==> src/rtl/chip8_selftest.sv <==
// On-chip test sequencer for chip8: loads a program into ram1, pulses the CPU reset, then checks the LED bus at set cycles.
// Optional build macro CHIP8_SELFTEST_CONTINUE_EN: evaluate every checkpoint and expose a mismatch count.
module chip8_selftest #(
  parameter int unsigned                    ADDR_W       = 12,
  parameter int unsigned                    DATA_W       = 8,
  parameter logic [ADDR_W-1:0]              LOAD_BASE    = 12'h200,
  parameter int unsigned                    PROG_LEN     = 16,
  parameter int unsigned                    RESET_CYCLES = 4,
  parameter int unsigned                    NUM_CHECKS   = 2,
  parameter int unsigned                    CYC_W        = 16,
  parameter logic [NUM_CHECKS*CYC_W-1:0]    CHECK_CYCLES = {16'd3, 16'd1},
  parameter logic [NUM_CHECKS*8-1:0]        CHECK_VALUES = {8'd88, 8'd0}
) (
  input  logic              CLOCK_50,
  input  logic              reset,
  input  logic              start,
  input  logic              prog_valid,
  input  logic [DATA_W-1:0] prog_data,
  output logic              prog_ready,
  output logic [ADDR_W-1:0] ram_address,
  output logic [DATA_W-1:0] ram_data,
  output logic              ram_wren,
  output logic              cpu_reset_n,
  input  logic [7:0]        led_in,
  output logic              busy,
  output logic              done,
  output logic              pass,
  output logic [3:0]        fail_index,
  output logic [7:0]        fail_value
`ifdef CHIP8_SELFTEST_CONTINUE_EN
  ,
  output logic [4:0]        fail_count
`endif
);

  localparam int unsigned CNT_W = $clog2(PROG_LEN + 1);
  localparam int unsigned RST_W = $clog2(RESET_CYCLES + 1);

  localparam logic [2:0] S_IDLE = 3'd0;
  localparam logic [2:0] S_LOAD = 3'd1;
  localparam logic [2:0] S_RST  = 3'd2;
  localparam logic [2:0] S_RUN  = 3'd3;
  localparam logic [2:0] S_DONE = 3'd4;

  logic [2:0]       state;
  logic [CNT_W-1:0] count;
  logic [RST_W-1:0] rst_cnt;
  logic [CYC_W-1:0] run_cnt;
  logic [3:0]       idx;

  logic [CYC_W-1:0] cur_cyc;
  logic [7:0]       cur_val;
  logic             beat_acc;
  logic             hit;
  logic             match;
  logic             last;
  logic             sat;

  assign prog_ready = (state == S_LOAD) && (count < CNT_W'(PROG_LEN));
  assign beat_acc   = prog_valid && prog_ready;

  // Select the active checkpoint's offset and expected LED value
  always_comb begin
    cur_cyc = '0;
    cur_val = '0;
    for (int unsigned i = 0; i < NUM_CHECKS; i++) begin
      if (idx == 4'(i)) begin
        cur_cyc = CHECK_CYCLES[i*CYC_W +: CYC_W];
        cur_val = CHECK_VALUES[i*8 +: 8];
      end
    end
  end

  assign hit   = (run_cnt == cur_cyc);
  assign match = (led_in == cur_val);
  assign last  = (idx == 4'(NUM_CHECKS - 1));
  assign sat   = &run_cnt;

  always_ff @(posedge CLOCK_50) begin
    if (reset) begin
      state       <= S_IDLE;
      count       <= '0;
      rst_cnt     <= '0;
      run_cnt     <= '0;
      idx         <= '0;
      ram_address <= '0;
      ram_data    <= '0;
      ram_wren    <= 1'b0;
      cpu_reset_n <= 1'b0;
      busy        <= 1'b0;
      done        <= 1'b0;
      pass        <= 1'b0;
      fail_index  <= '0;
      fail_value  <= '0;
`ifdef CHIP8_SELFTEST_CONTINUE_EN
      fail_count  <= '0;
`endif
    end else begin
      ram_wren <= 1'b0;
      case (state)
        S_IDLE, S_DONE: begin
          if (start) begin
            state       <= S_LOAD;
            count       <= '0;
            done        <= 1'b0;
            pass        <= 1'b0;
            fail_index  <= '0;
            fail_value  <= '0;
            busy        <= 1'b1;
            cpu_reset_n <= 1'b0;
`ifdef CHIP8_SELFTEST_CONTINUE_EN
            fail_count  <= '0;
`endif
          end
        end

        S_LOAD: begin
          if (beat_acc) begin
            ram_wren    <= 1'b1;
            ram_address <= LOAD_BASE + ADDR_W'(count);
            ram_data    <= prog_data;
            count       <= count + 1'b1;
            if (count == CNT_W'(PROG_LEN - 1)) begin
              state   <= S_RST;
              rst_cnt <= '0;
            end
          end
        end

        // The final beat's write lands in the first RST cycle
        S_RST: begin
          if (rst_cnt == RST_W'(RESET_CYCLES - 1)) begin
            cpu_reset_n <= 1'b1;
            state       <= S_RUN;
            run_cnt     <= '0;
            idx         <= '0;
          end else begin
            rst_cnt <= rst_cnt + 1'b1;
          end
        end

        S_RUN: begin
          if (!sat) run_cnt <= run_cnt + 1'b1;
          if (hit) begin
`ifdef CHIP8_SELFTEST_CONTINUE_EN
            if (!match) begin
              if (fail_count == '0) begin
                fail_index <= idx;
                fail_value <= led_in;
              end
              fail_count <= fail_count + 1'b1;
            end
            if (last) begin
              pass  <= match && (fail_count == '0);
              state <= S_DONE;
              done  <= 1'b1;
              busy  <= 1'b0;
            end else begin
              idx <= idx + 1'b1;
            end
`else
            if (!match) begin
              fail_index <= idx;
              fail_value <= led_in;
              state      <= S_DONE;
              done       <= 1'b1;
              busy       <= 1'b0;
            end else if (last) begin
              pass  <= 1'b1;
              state <= S_DONE;
              done  <= 1'b1;
              busy  <= 1'b0;
            end else begin
              idx <= idx + 1'b1;
            end
`endif
          end else if (sat) begin
            // Ran out of cycles before the remaining checkpoints were reached
`ifdef CHIP8_SELFTEST_CONTINUE_EN
            if (fail_count == '0) begin
              fail_index <= idx;
              fail_value <= led_in;
            end
`else
            fail_index <= idx;
            fail_value <= led_in;
`endif
            state <= S_DONE;
            done  <= 1'b1;
            busy  <= 1'b0;
          end
        end

        default: state <= S_IDLE;
      endcase
    end
  end

endmodule

==> config.mk <==
export PLATFORM = sky130hd
export DESIGN_NAME = chip8_selftest
export DESIGN_NICKNAME = d
export VERILOG_FILES = /design/src/rtl/chip8_selftest.sv
export SDC_FILE = /design/constraint.sdc
export NUM_CORES = 1
export LEC_CHECK = 0
export CORE_ASPECT_RATIO = 1.2
export CORE_MARGIN = 8
export CORE_UTILIZATION = 30
export CTS_CLUSTER_DIAMETER = 80
export CTS_CLUSTER_SIZE = 10
export DETAILED_ROUTE_END_ITERATION = 8
export GPL_TIMING_DRIVEN = 0
export SETUP_SLACK_MARGIN = 0.2
export SLEW_MARGIN = 40
export SYNTH_ARGS = -nofsm -noshare
export SYNTH_HDL_FRONTEND = slang
export SYNTH_SLANG_ARGS = --single-unit
==> constraint.sdc <==
create_clock -name CLOCK_50 -period 6.5 [get_ports CLOCK_50]
set_input_delay 0.975 -clock CLOCK_50 [delete_from_list [all_inputs] [get_ports CLOCK_50]]
set_output_delay 0.975 -clock CLOCK_50 [all_outputs]
set_load 0.005 [all_outputs]
### Word level (Yosys, flattened, before mapping)

Cells that the tools add are included.

* flip-flop bits (word level): 68
* input port bits: 20
* output and inout bits: 38
* word-level logic and storage cells: 120

* add/sub/neg operators: 5
* $lt $le $gt $ge: 1
* eq/ne operators: 22
* muxes and demuxes: 55
* bitwise logic cells: 1
* reductions and logical operators: 22

Operators with widths (count)
* 16-bit 2-to-1 mux: 3
* 3-bit 2-to-1 mux: 11
* 4-bit 2-to-1 mux: 8
* 8-bit 2-to-1 mux: 4
* 16-bit one-hot mux with 2 select lines: 1
* 2-bit != test, second input constant: 9
* 16-bit by 1-bit adder with 16-bit output, second input constant: 1
* 16-bit equality test: 1
* 4-bit one-hot mux with 2 select lines: 2
* 8-bit one-hot mux with 2 select lines: 1
* 16-bit AND reduction: 1
* 1-bit 2-to-1 mux: 15
* 3-bit one-hot mux with 4 select lines: 1
* 4-bit AND reduction: 3
* 10-bit by 5-bit adder with 11-bit output, first input constant: 1
* 5-bit 2-to-1 mux: 2
* 5-bit one-hot mux with 2 select lines: 1
* 5-bit AND reduction: 2
* 2-bit nonzero test: 5
* 3-bit by 2-bit equality test with 1-bit output, second input constant: 3
* 3-bit AND reduction: 3
* 8-bit equality test: 1
* 1-bit one-hot mux with 2 select lines: 4
* 7-bit 2-to-1 mux: 1
* other kinds (19): 22

### Logic depth before layout (Yosys ltp)

Gate-level depths: netlist of run 1.

* word-level depth: 6
* depth in mapped cells: 10
* gate-level depth less buffers: 9

### Least setup slack after synthesis of run 1

OpenSTA, ideal clock, no wires.

* path kind: reg2reg
* start: register idx[1]
* end: register fail_index[0]
* setup time: 0.088 ns
* arrival: 2.211 ns
* slack: 4.200 ns
* cell stages (with the launch flop): 11
* clock period less this slack: 2.300 ns
* cell sequence: dfxtp_1 inv_1 ha_1 or3b_4 nand4_1 a21oi_2 and2_4 buf_6 or4_4 buf_6 o32ai_2

* word-level cells in the longest chain between the ends: 6

RTL lines
* start: declaration: line 49 `logic [3:0] idx;`
* start signal: assignment: line 174 `idx <= idx + 1'b1;`
* 4-bit logical NOT: line 67 `if (idx == 4'(i)) begin`
* 1-bit 2-to-1 mux: line 67
* 16-bit 2-to-1 mux: line 67
* 16-bit equality test: line 74 `assign hit = (run_cnt == cur_cyc);`
* 3-bit != test (no line) or 4-bit 2-to-1 mux (tied branches)
* 4-bit AND reduction (no line) or 4-bit one-hot mux with 2 select lines (tied branches)
* end signal: assignment: line 163 `fail_index <= idx;`
* end signal: assignment: line 185 `fail_index <= idx;`
* end: declaration: line 28 `output logic [3:0] fail_index,`

Several ways; a longest one is shown, not always the timed one.
A chain may end at the register's enable or synchronous reset.

### Worst setup path after layout of run 1

* start: register state[1]
* end: output port prog_ready

* word-level cells in the longest chain between the ends: 2

RTL lines
* start: declaration: line 45 `logic [2:0] state;`
* start signal: assignment: line 81 `state <= S_IDLE;`
* start signal: assignment: line 103 `state <= S_LOAD;`
* start signal: assignment: line 124 `state <= S_RST;`
* 3-bit by 1-bit equality test with 1-bit output: line 59 `assign prog_ready = (state == S_LOAD) && (count < CNT_W'(PROG_LEN));`
* 1-bit logical AND: line 59
* end: declaration: line 19 `output logic prog_ready,`

No other way between the ends.

==> impl_metrics.yaml, run 1 <==
clock_tree:
  cts_inserted_buffers: 9
  clock_latency_ns: 0.33
  postCtsHoldBufs: 0
  clk_pin_slew_ns: 0.05
  clock_sinks: 62
  ctsRootBufferMaster: "clkbuf_16"
  cts_tree: "built"
  cts_setup_buffers: 0
  htreeDepth: 3
  post_cts_resized: 0
  clockBufferDepth: 2
synthesis:
  netlist_area_um2: 3028
  synth_cell_types: 57
  ys_seq_area_frac: 0.4099
  ys_ff_latch: 62
  yosys_warnings: 0
  synth_top_area_share: 0.4099
  synth.avg_cell_area_um2: 8.602
  synth_top_area_cell: "dfxtp_1"
  yosys-top-cells-area: "dfxtp_1, o32ai_2, a21oi_1"
  synthArstFlopShare: 0
  synth-edff-count: 0
  synthCells: 352
  synthFlopType: "dfxtp_1"
worst_setup_path:
  critPathKind: "register to output pin"
  path_max_fanout: 10
  r2r_slack_ns: 3.98
  crit_family: "buffers and inverters"
  cp.required_ns: 5.52
  critPathLaunchType: "register"
  cpPeakStageDelay_ns: 0.52
  cp_num_buf_inv: 2
  cp-end-kind: "output pin"
  cp_cell_sequence: "clkbuf_1 -> nor2b_1 -> nand2b_1 -> nor2_1 -> clkdlybuf4s50_1"
  critPathArrivalTime_ns: 1.89
  slowest_stage: "clkdlybuf4s50_1"
  ff2ff_path_depth: 10
  cp.depth: 5
outcome:
  status: "complete, no violations"
finish:
  final_cell_area_um2: 4033
  drive_above_1_share: 0.1158
  fill_cells: 1009
  diodes: 0
  final_cell_mix: "dfxtp_1, clkdlybuf4s50_1, nand2_1"
  final-seq-area_um2: 1241
  fin_util: 0.4069
  final_common_cell: "dfxtp_1"
  multi_input_area_um2: 1577
  nets: 446
  area_growth_pct: 33.18
global_routing:
  grt_first_pass_wirelength_um: 12720
  antenna_found_initial: 0
  gr-total-overflow: 0
  grt_max_degree: 13
  grt_usage: 0.1162
  grt_pass1_vias: 2659
route:
  firstDrtPassIters: 4
  wl_met3_um: 317
  dr_wl_met2_um: 4000
  routed_wl_um: 7663
  via_per_inst: 4.882
  routedWlPerCell_um: 13.96
  drt-initial-drc-count: 143
  via_count: 2680
  drc: 0
  met1_length_um: 3218
  ant_nets: 0
  maxUsedRoutingLayer: "met4"
run:
  max_cap_violations: 0
floorplanning:
  start_util: 0.3056
  die-area_um2: 13580
  die_width_um: 107.7
  die_height_um: 126.1
  pin_count: 58
  rows: 40
  coreArea_um2: 9910
sta:
  fmax_ghz: 0.3488
  fin_crit_ns: 2.867
  fin_crit_sh: 0.4411
  rsz0062_at_grt: "false"
  setup_viol: 0
  hold_slack_ns: 0.4500
  tns_ns: 0
  tightestPinTransition_ns: 0.6624
  slew_violations: 0
  final_hold_viol_count: 0
  fin_skew_ns: 0.005129
  max_slew_margin: 0.5584
power_and_ir_drop:
  p_per_area_nw_per_um2: 289.7
  total_power_mw: 1.168
  vdd.ir_drop.worst_mv: 0.1012
  leakage_nw: 1.428
hold_path:
  whs_path_depth: 2
  hp-class: "register to register"
placed_design:
  dpl_cell_area_um2: 3710
  portBuffers: 50
  hpwl_um: 5628
  gp_congestion: 0.8585
[worst paths after layout]
path / startpoint / endpoint
setup / recovery: state[1]$_SDFFE_PP0P_ / prog_ready
hold / removal: ram_data[5]$_SDFFE_PP0P_ / ram_data[5]$_SDFFE_PP0P_
setup reg to reg: idx[1]$_SDFFE_PP0P_ / fail_value[2]$_SDFFE_PP0P_
hold reg to reg: ram_data[5]$_SDFFE_PP0P_ / ram_data[5]$_SDFFE_PP0P_
[sequential cells by signal (all words and copies together), names as in the netlist]
signal	cells
pass	1
rst_cnt	3
busy	1
ram_wren	1
count	5
fail_value	8
run_cnt	16
done	1
fail_index	4
idx	4
ram_data	8
ram_address	6
cpu_reset_n	1
state	3
[layer usage]
metal,vias to the layer above,global-route usage
li1,1360,-
met1,1263,0.1261
met2,48,0.2023
met3,9,0.02704
met4,0,0.06219
met5,-,0
[cells by family after synthesis]
family | Yosys count | share of synthesized area
AND/OR/NAND/NOR | 136 | 0.2335
AO/OA/AOI/OAI | 78 | 0.2012
flip-flops | 62 | 0.4099
buffers and inverters | 52 | 0.07727
XOR/XNOR | 14 | 0.04050
adder cells (fa/ha/maj) | 8 | 0.03306
other | 1 | 0.001238
multiplexers | 1 | 0.003306
[worst min-delay path, stage by stage, from the launching register on]
cell and delay (ns):
dfxtp_1 0.30, nand2_1 0.05, a21oi_1 0.05
[power breakdown]
part / internal [mW] / total [mW] / switching, mW / leakage, nW
Sequential: 0.406 / 0.425 / 0.0184 / 0.501
Clock: 0.336 / 0.510 / 0.174 / 0.152
Combinational: 0.101 / 0.233 / 0.132 / 0.775
Total: 0.844 / 1.17 / 0.325 / 1.43
[cell type report]
type | count | share of cell area
clock inverter | 7 | 0.02420
buffer | 24 | 0.03196
clock buffer | 9 | 0.05585
tap | 126 | 0.03909
timing repair buffer | 50 | 0.1241
multi-input combinational | 243 | 0.3909
inverter | 28 | 0.02606
sequential | 62 | 0.3078
[cell usage after synthesis (2+ instances only)]
master,instances
dfxtp_1,62
nand2_1,37
nor2_1,34
a21oi_1,30
inv_1,27
clkbuf_1,14
xor2_1,14
nand4_1,11
o32ai_2,10
ha_1,8
nand3_1,7
nor3_1,7
o21ai_0,7
buf_4,6
o2111ai_1,6
and3_1,5
nor3b_1,5
nand3b_1,4
or3_1,4
a31oi_1,3
nand2b_1,3
nor4_1,3
o211ai_1,3
o22ai_1,3
o32ai_1,3
a21oi_2,2
and2_1,2
buf_6,2
nor2b_1,2
[through the flow]
stage	cells	setup slack (ns)
floorplan	357	4.200
global placement	533	3.601
detailed placement	533	3.597
CTS	549	3.619
global route	549	3.470
finish	549	3.633
Note: power is estimated with default switching activity, not from simulation.
==> run 2: changes to the inputs <==
clock period = 2.76 ns   (was 6.5 ns; I/O delays follow)
==> impl_metrics.yaml, run 2 (synthesis results as in run 1) <==
route:
  via_per_inst: 4.863
  routed_wl_um: 7712
  routedWlPerCell_um: 14.05
  via_count: 2670
  ant_nets: 0
  firstDrtPassIters: 4
  drc: 0
  drt-initial-drc-count: 153
placed_design:
  hpwl_um: 5628
  gp_congestion: 0.8585
  portBuffers: 50
sta:
  rsz0062_at_grt: "false"
  final_hold_viol_count: 0
  slew_violations: 0
  tns_ns: 0
  fin_skew_ns: 0.005449
  fmax_ghz: 0.4086
  fin_crit_ns: 2.448
  fin_crit_sh: 0.8868
  tightestPinTransition_ns: 0.6626
  max_slew_margin: 0.5582
  setup_viol: 0
worst_setup_path:
  cpMostUsedCell: "buf_6"
  ff2ff_path_depth: 10
  r2r-end: "fail_value[2]$_SDFFE_PP0P_"
  cp_cell_sequence: "inv_2 -> ha_2 -> or3b_4 -> nand4_1 -> a21oi_2 -> and2_4 -> buf_6 -> or4_4 -> buf_6 -> o32ai_2"
  path_max_fanout: 10
  r2r_slack_ns: 0.31
  critPathKind: "register to register"
  critPathArrivalTime_ns: 2.69
  slowest_stage: "or4_4"
  critPathLaunchType: "register"
  cp.required_ns: 3.00
  worstReg2RegStart: "idx[1]$_SDFFE_PP0P_"
  crit_family: "simple AND/OR/NAND/NOR gates"
  cp_num_buf_inv: 3
  cpPeakStageDelay_ns: 0.50
  cp-end-kind: "register"
global_routing:
  gr-total-overflow: 0
  grt_max_degree: 13
  antenna_found_initial: 0
  grt_usage: 0.1162
  grt_pass1_vias: 2659
  grt_first_pass_wirelength_um: 12720
clock_tree:
  cts_tree: "built"
  clock_latency_ns: 0.33
  clk_pin_slew_ns: 0.06
  ctsRootBufferMaster: "clkbuf_16"
  htreeDepth: 3
  clock_sinks: 62
  cts_inserted_buffers: 9
  clockBufferDepth: 2
hold_path:
  min_to: "ram_data[5]$_SDFFE_PP0P_"
  whs_path_depth: 2
  min_from: "ram_data[5]$_SDFFE_PP0P_"
  hp-class: "register to register"
floorplanning:
  coreArea_um2: 9910
  die_height_um: 126.1
  pin_count: 58
  start_util: 0.3056
  die_width_um: 107.7
  rows: 40
  die-area_um2: 13580
finish:
  drive_above_1_share: 0.1253
  final_common_cell: "dfxtp_1"
  multi_input_area_um2: 1590
  largestRegisters: "run_cnt: 16 flops, fail_value: 8 flops, ram_data: 8 flops"
  fill_cells: 1006
  largest_register_ffs: 16
  diodes: 0
  regMostFlops: "run_cnt"
  nets: 446
  final_cell_mix: "dfxtp_1, clkdlybuf4s50_1, nand2_1"
  final-seq-area_um2: 1241
  area_growth_pct: 33.64
power_and_ir_drop:
  leakage_nw: 1.432
  p_per_area_nw_per_um2: 680.5
  total_power_mw: 2.754
  vdd.ir_drop.worst_mv: 0.2415
run:
  max_cap_violations: 0
outcome:
  status: "complete, no violations"
[run 2: timing repair]
action | 4_1_cts | 5_1_grt
hold buffers | 0 | 0
setup buffers | 0 | 0
resized for setup | 0 | 4
setup endpoints to repair | 0 | 10
[run 2: layer usage]
metal | GRT usage | share of wire | wire (um) | up-vias
li1 | - | - | - | 1364
met1 | 0.1261 | 0.42 | 3273 | 1249
met2 | 0.2023 | 0.52 | 4035 | 51
met3 | 0.02704 | 0.040 | 309 | 6
met4 | 0.06219 | 0.012 | 93 | 0
met5 | 0 | 0 | 0 | -
[run 2: worst min-delay path: stages (launching register included)]
cell     delay, ns
dfxtp_1       0.30
nand2_1       0.05
a21oi_1       0.05
[run 2: area by class of cell]
type | instances | share of cell area
multi-input combinational | 243 | 0.3930
tap | 126 | 0.03896
clock inverter | 7 | 0.02412
clock buffer | 9 | 0.05566
timing repair buffer | 50 | 0.1237
inverter | 28 | 0.02597
sequential | 62 | 0.3067
buffer | 24 | 0.03185
[run 2: per-stage QoR]
step	hold slack [ns]	util	cell area, um^2	cells	worst slack [ns]
2_1_floorplan	0.4523	-	3047	357	0.4601
3_3_place_gp	0.4441	0.3739	3705	533	0.1827
3_5_place_dp	0.4485	0.3744	3710	533	0.2837
4_1_cts	0.4559	0.4069	4033	549	0.2528
5_1_grt	0.4751	0.4083	4046	549	0.1354
6_report	0.4500	0.4083	4046	549	0.3124
[run 2: how the worst max path moves through the flow]
stage / startpoint / end / slack [ns] / depth (start not counted)
after global placement: rst_cnt[1]$_SDFFE_PP0P_ / run_cnt[14]$_SDFFE_PP0P_ / 0.18 / 7
after detailed placement: idx[1]$_SDFFE_PP0P_ / fail_value[3]$_SDFFE_PP0P_ / 0.28 / 10
final: idx[1]$_SDFFE_PP0P_ / fail_value[2]$_SDFFE_PP0P_ / 0.31 / 10
after floorplan: idx[1]$_SDFFE_PP0P_ / fail_index[0]$_SDFFE_PP0P_ / 0.46 / 10
after CTS: idx[1]$_SDFFE_PP0P_ / fail_value[2]$_SDFFE_PP0P_ / 0.25 / 10
after global routing: idx[0]$_SDFFE_PP0P_ / fail_value[3]$_SDFFE_PP0P_ / 0.14 / 9
[run 2: power by group]
part	leakage (nW)	total, mW	switching, mW	internal, mW
Sequential	0.501	1.00	0.0433	0.957
Combinational	0.779	0.549	0.310	0.239
Clock	0.152	1.20	0.413	0.792
Total	1.43	2.75	0.766	1.99
==> run 3: changes to the inputs <==
MAX_ROUTING_LAYER = met4   (was not set)
==> impl_metrics.yaml, run 3 (synthesis results as in run 1) <==
finish:
  nets: 446
  regMostFlops: "run_cnt"
  final_cells: 549
  largestRegisters: "run_cnt: 16 flops, fail_value: 8 flops, ram_data: 8 flops"
  area_growth_pct: 33.64
  diodes: 0
  drive_above_1_share: 0.1253
  largest_register_ffs: 16
  final_common_cell: "dfxtp_1"
  final_cell_mix: "dfxtp_1, clkdlybuf4s50_1, nand2_1"
worst_setup_path:
  critPathLaunchType: "register"
  r2r-end: "fail_value[2]$_SDFFE_PP0P_"
  slowest_stage: "or4_4"
  cp.required_ns: 3.00
  ff2ff_path_depth: 10
  critPathKind: "register to register"
  critPathArrivalTime_ns: 2.69
  crit_family: "simple AND/OR/NAND/NOR gates"
  cp-end-kind: "register"
  r2r_slack_ns: 0.31
  cp.depth: 10
  cp_num_buf_inv: 3
  worstReg2RegStart: "idx[1]$_SDFFE_PP0P_"
  cpPeakStageDelay_ns: 0.50
  cp_cell_sequence: "inv_2 -> ha_2 -> or3b_4 -> nand4_1 -> a21oi_2 -> and2_4 -> buf_6 -> or4_4 -> buf_6 -> o32ai_2"
  path_max_fanout: 10
  cpMostUsedCell: "buf_6"
global_routing:
  grt_first_pass_wirelength_um: 12710
  gr-total-overflow: 0
  antenna_found_initial: 0
  grt_util_met2: 0.2030
  gr-usage-met1: 0.1255
  grt_pass1_vias: 2653
  grt-busiest-layer: "met2"
  grt_usage: 0.1194
  grt_max_degree: 13
  globalRouteMet3Util: 0.02704
sta:
  fmax_ghz: 0.4080
  fin_crit_sh: 0.8879
  tightestPinTransition_ns: 0.6616
  layout_setup_ws_ns: 0.3093
  tns_ns: 0
  final_hold_viol_count: 0
  rsz0062_at_grt: "false"
  setup_viol: 0
  hold_slack_ns: 0.4500
  max_slew_margin: 0.5589
  fin_crit_ns: 2.451
  fin_skew_ns: 0.005381
  slew_violations: 0
placed_design:
  dpl.cell_count: 533
  portBuffers: 50
  dp_slack_ns: 0.2837
  gp_congestion: 0.8722
  hpwl_um: 5628
floorplanning:
  die_width_um: 107.7
  start_util: 0.3056
  die_height_um: 126.1
  rows: 40
  pin_count: 58
  die-area_um2: 13580
  coreArea_um2: 9910
power_and_ir_drop:
  p_per_area_nw_per_um2: 680.3
  leakage_nw: 1.432
  total_power_mw: 2.753
  vdd.ir_drop.worst_mv: 0.2404
hold_path:
  hp-class: "register to register"
  min_from: "ram_data[5]$_SDFFE_PP0P_"
  whs_path_depth: 2
  min_to: "ram_data[5]$_SDFFE_PP0P_"
clock_tree:
  cts_inserted_buffers: 9
  clk_pin_slew_ns: 0.05
  htreeDepth: 3
  cts_tree: "built"
  clock_sinks: 62
  clock_latency_ns: 0.33
  ctsRootBufferMaster: "clkbuf_16"
  cts_setup_buffers: 0
  clockBufferDepth: 2
route:
  drc: 0
  via_per_inst: 4.860
  firstDrtPassIters: 4
  drt-initial-drc-count: 145
  routed_wl_um: 7719
  ant_nets: 0
  routedWlPerCell_um: 14.06
  via_count: 2668
outcome:
  status: "complete, no violations"
run:
  max_cap_violations: 0
==> run 3: how the worst max path moves through the flow <==
stage / from / end
after floorplan: idx[1]$_SDFFE_PP0P_ / fail_index[0]$_SDFFE_PP0P_
after global placement: rst_cnt[1]$_SDFFE_PP0P_ / run_cnt[14]$_SDFFE_PP0P_
after detailed placement: idx[1]$_SDFFE_PP0P_ / fail_value[3]$_SDFFE_PP0P_
after CTS: idx[1]$_SDFFE_PP0P_ / fail_value[2]$_SDFFE_PP0P_
after global routing: idx[0]$_SDFFE_PP0P_ / fail_value[3]$_SDFFE_PP0P_
final: idx[1]$_SDFFE_PP0P_ / fail_value[2]$_SDFFE_PP0P_
==> run 3: power by group <==
group	total (mW)	switching (mW)	internal, mW	leakage (nW)
clock	1.20	0.412	0.792	0.152
combinational	0.549	0.310	0.239	0.779
sequential	1.00	0.0433	0.957	0.501
total	2.75	0.765	1.99	1.43
==> run 3: stage by stage <==
| step | util | cell area (um^2) |
|---|---|---|
| after global routing | 0.4083 | 4046 |
| after global placement | 0.3739 | 3705 |
| after detailed placement | 0.3744 | 3710 |
| after CTS | 0.4069 | 4033 |
| after floorplan | - | 3047 |
| final | 0.4083 | 4046 |
==> run 3: layout make-up <==
class / instances / area, um^2
buffer: 24 / 128.9
fill: 1006 / 5863
clock inverter: 7 / 97.59
timing repair buffer: 50 / 500.5
clock buffer: 9 / 225.2
multi-input combinational: 243 / 1590
inverter: 28 / 105.1
tap: 126 / 157.7
sequential: 62 / 1241
==> run 3: worst register-to-register path: cells and delay by family, from the launching register on <==
kind,cells,cell delay (ns)
AO/OA/AOI/OAI,2,0.21
adder cells (fa/ha/maj),1,0.22
buffers and inverters,3,0.40
flip-flops,1,0.33
AND/OR/NAND/NOR,4,1.20
==> run 3: timing repair <==
item                       4_1_cts  5_1_grt
resized for setup                0        4
hold buffers                     0        0
setup endpoints to repair        0       10
==> run 3: routing by layer <==
layer | share of wire | vias to the layer above | wire [um]
met5 | 0 | - | 0
met4 | 0.011 | 0 | 87
met3 | 0.038 | 6 | 294
met2 | 0.53 | 46 | 4070
met1 | 0.42 | 1250 | 3266
li1 | - | 1366 | -
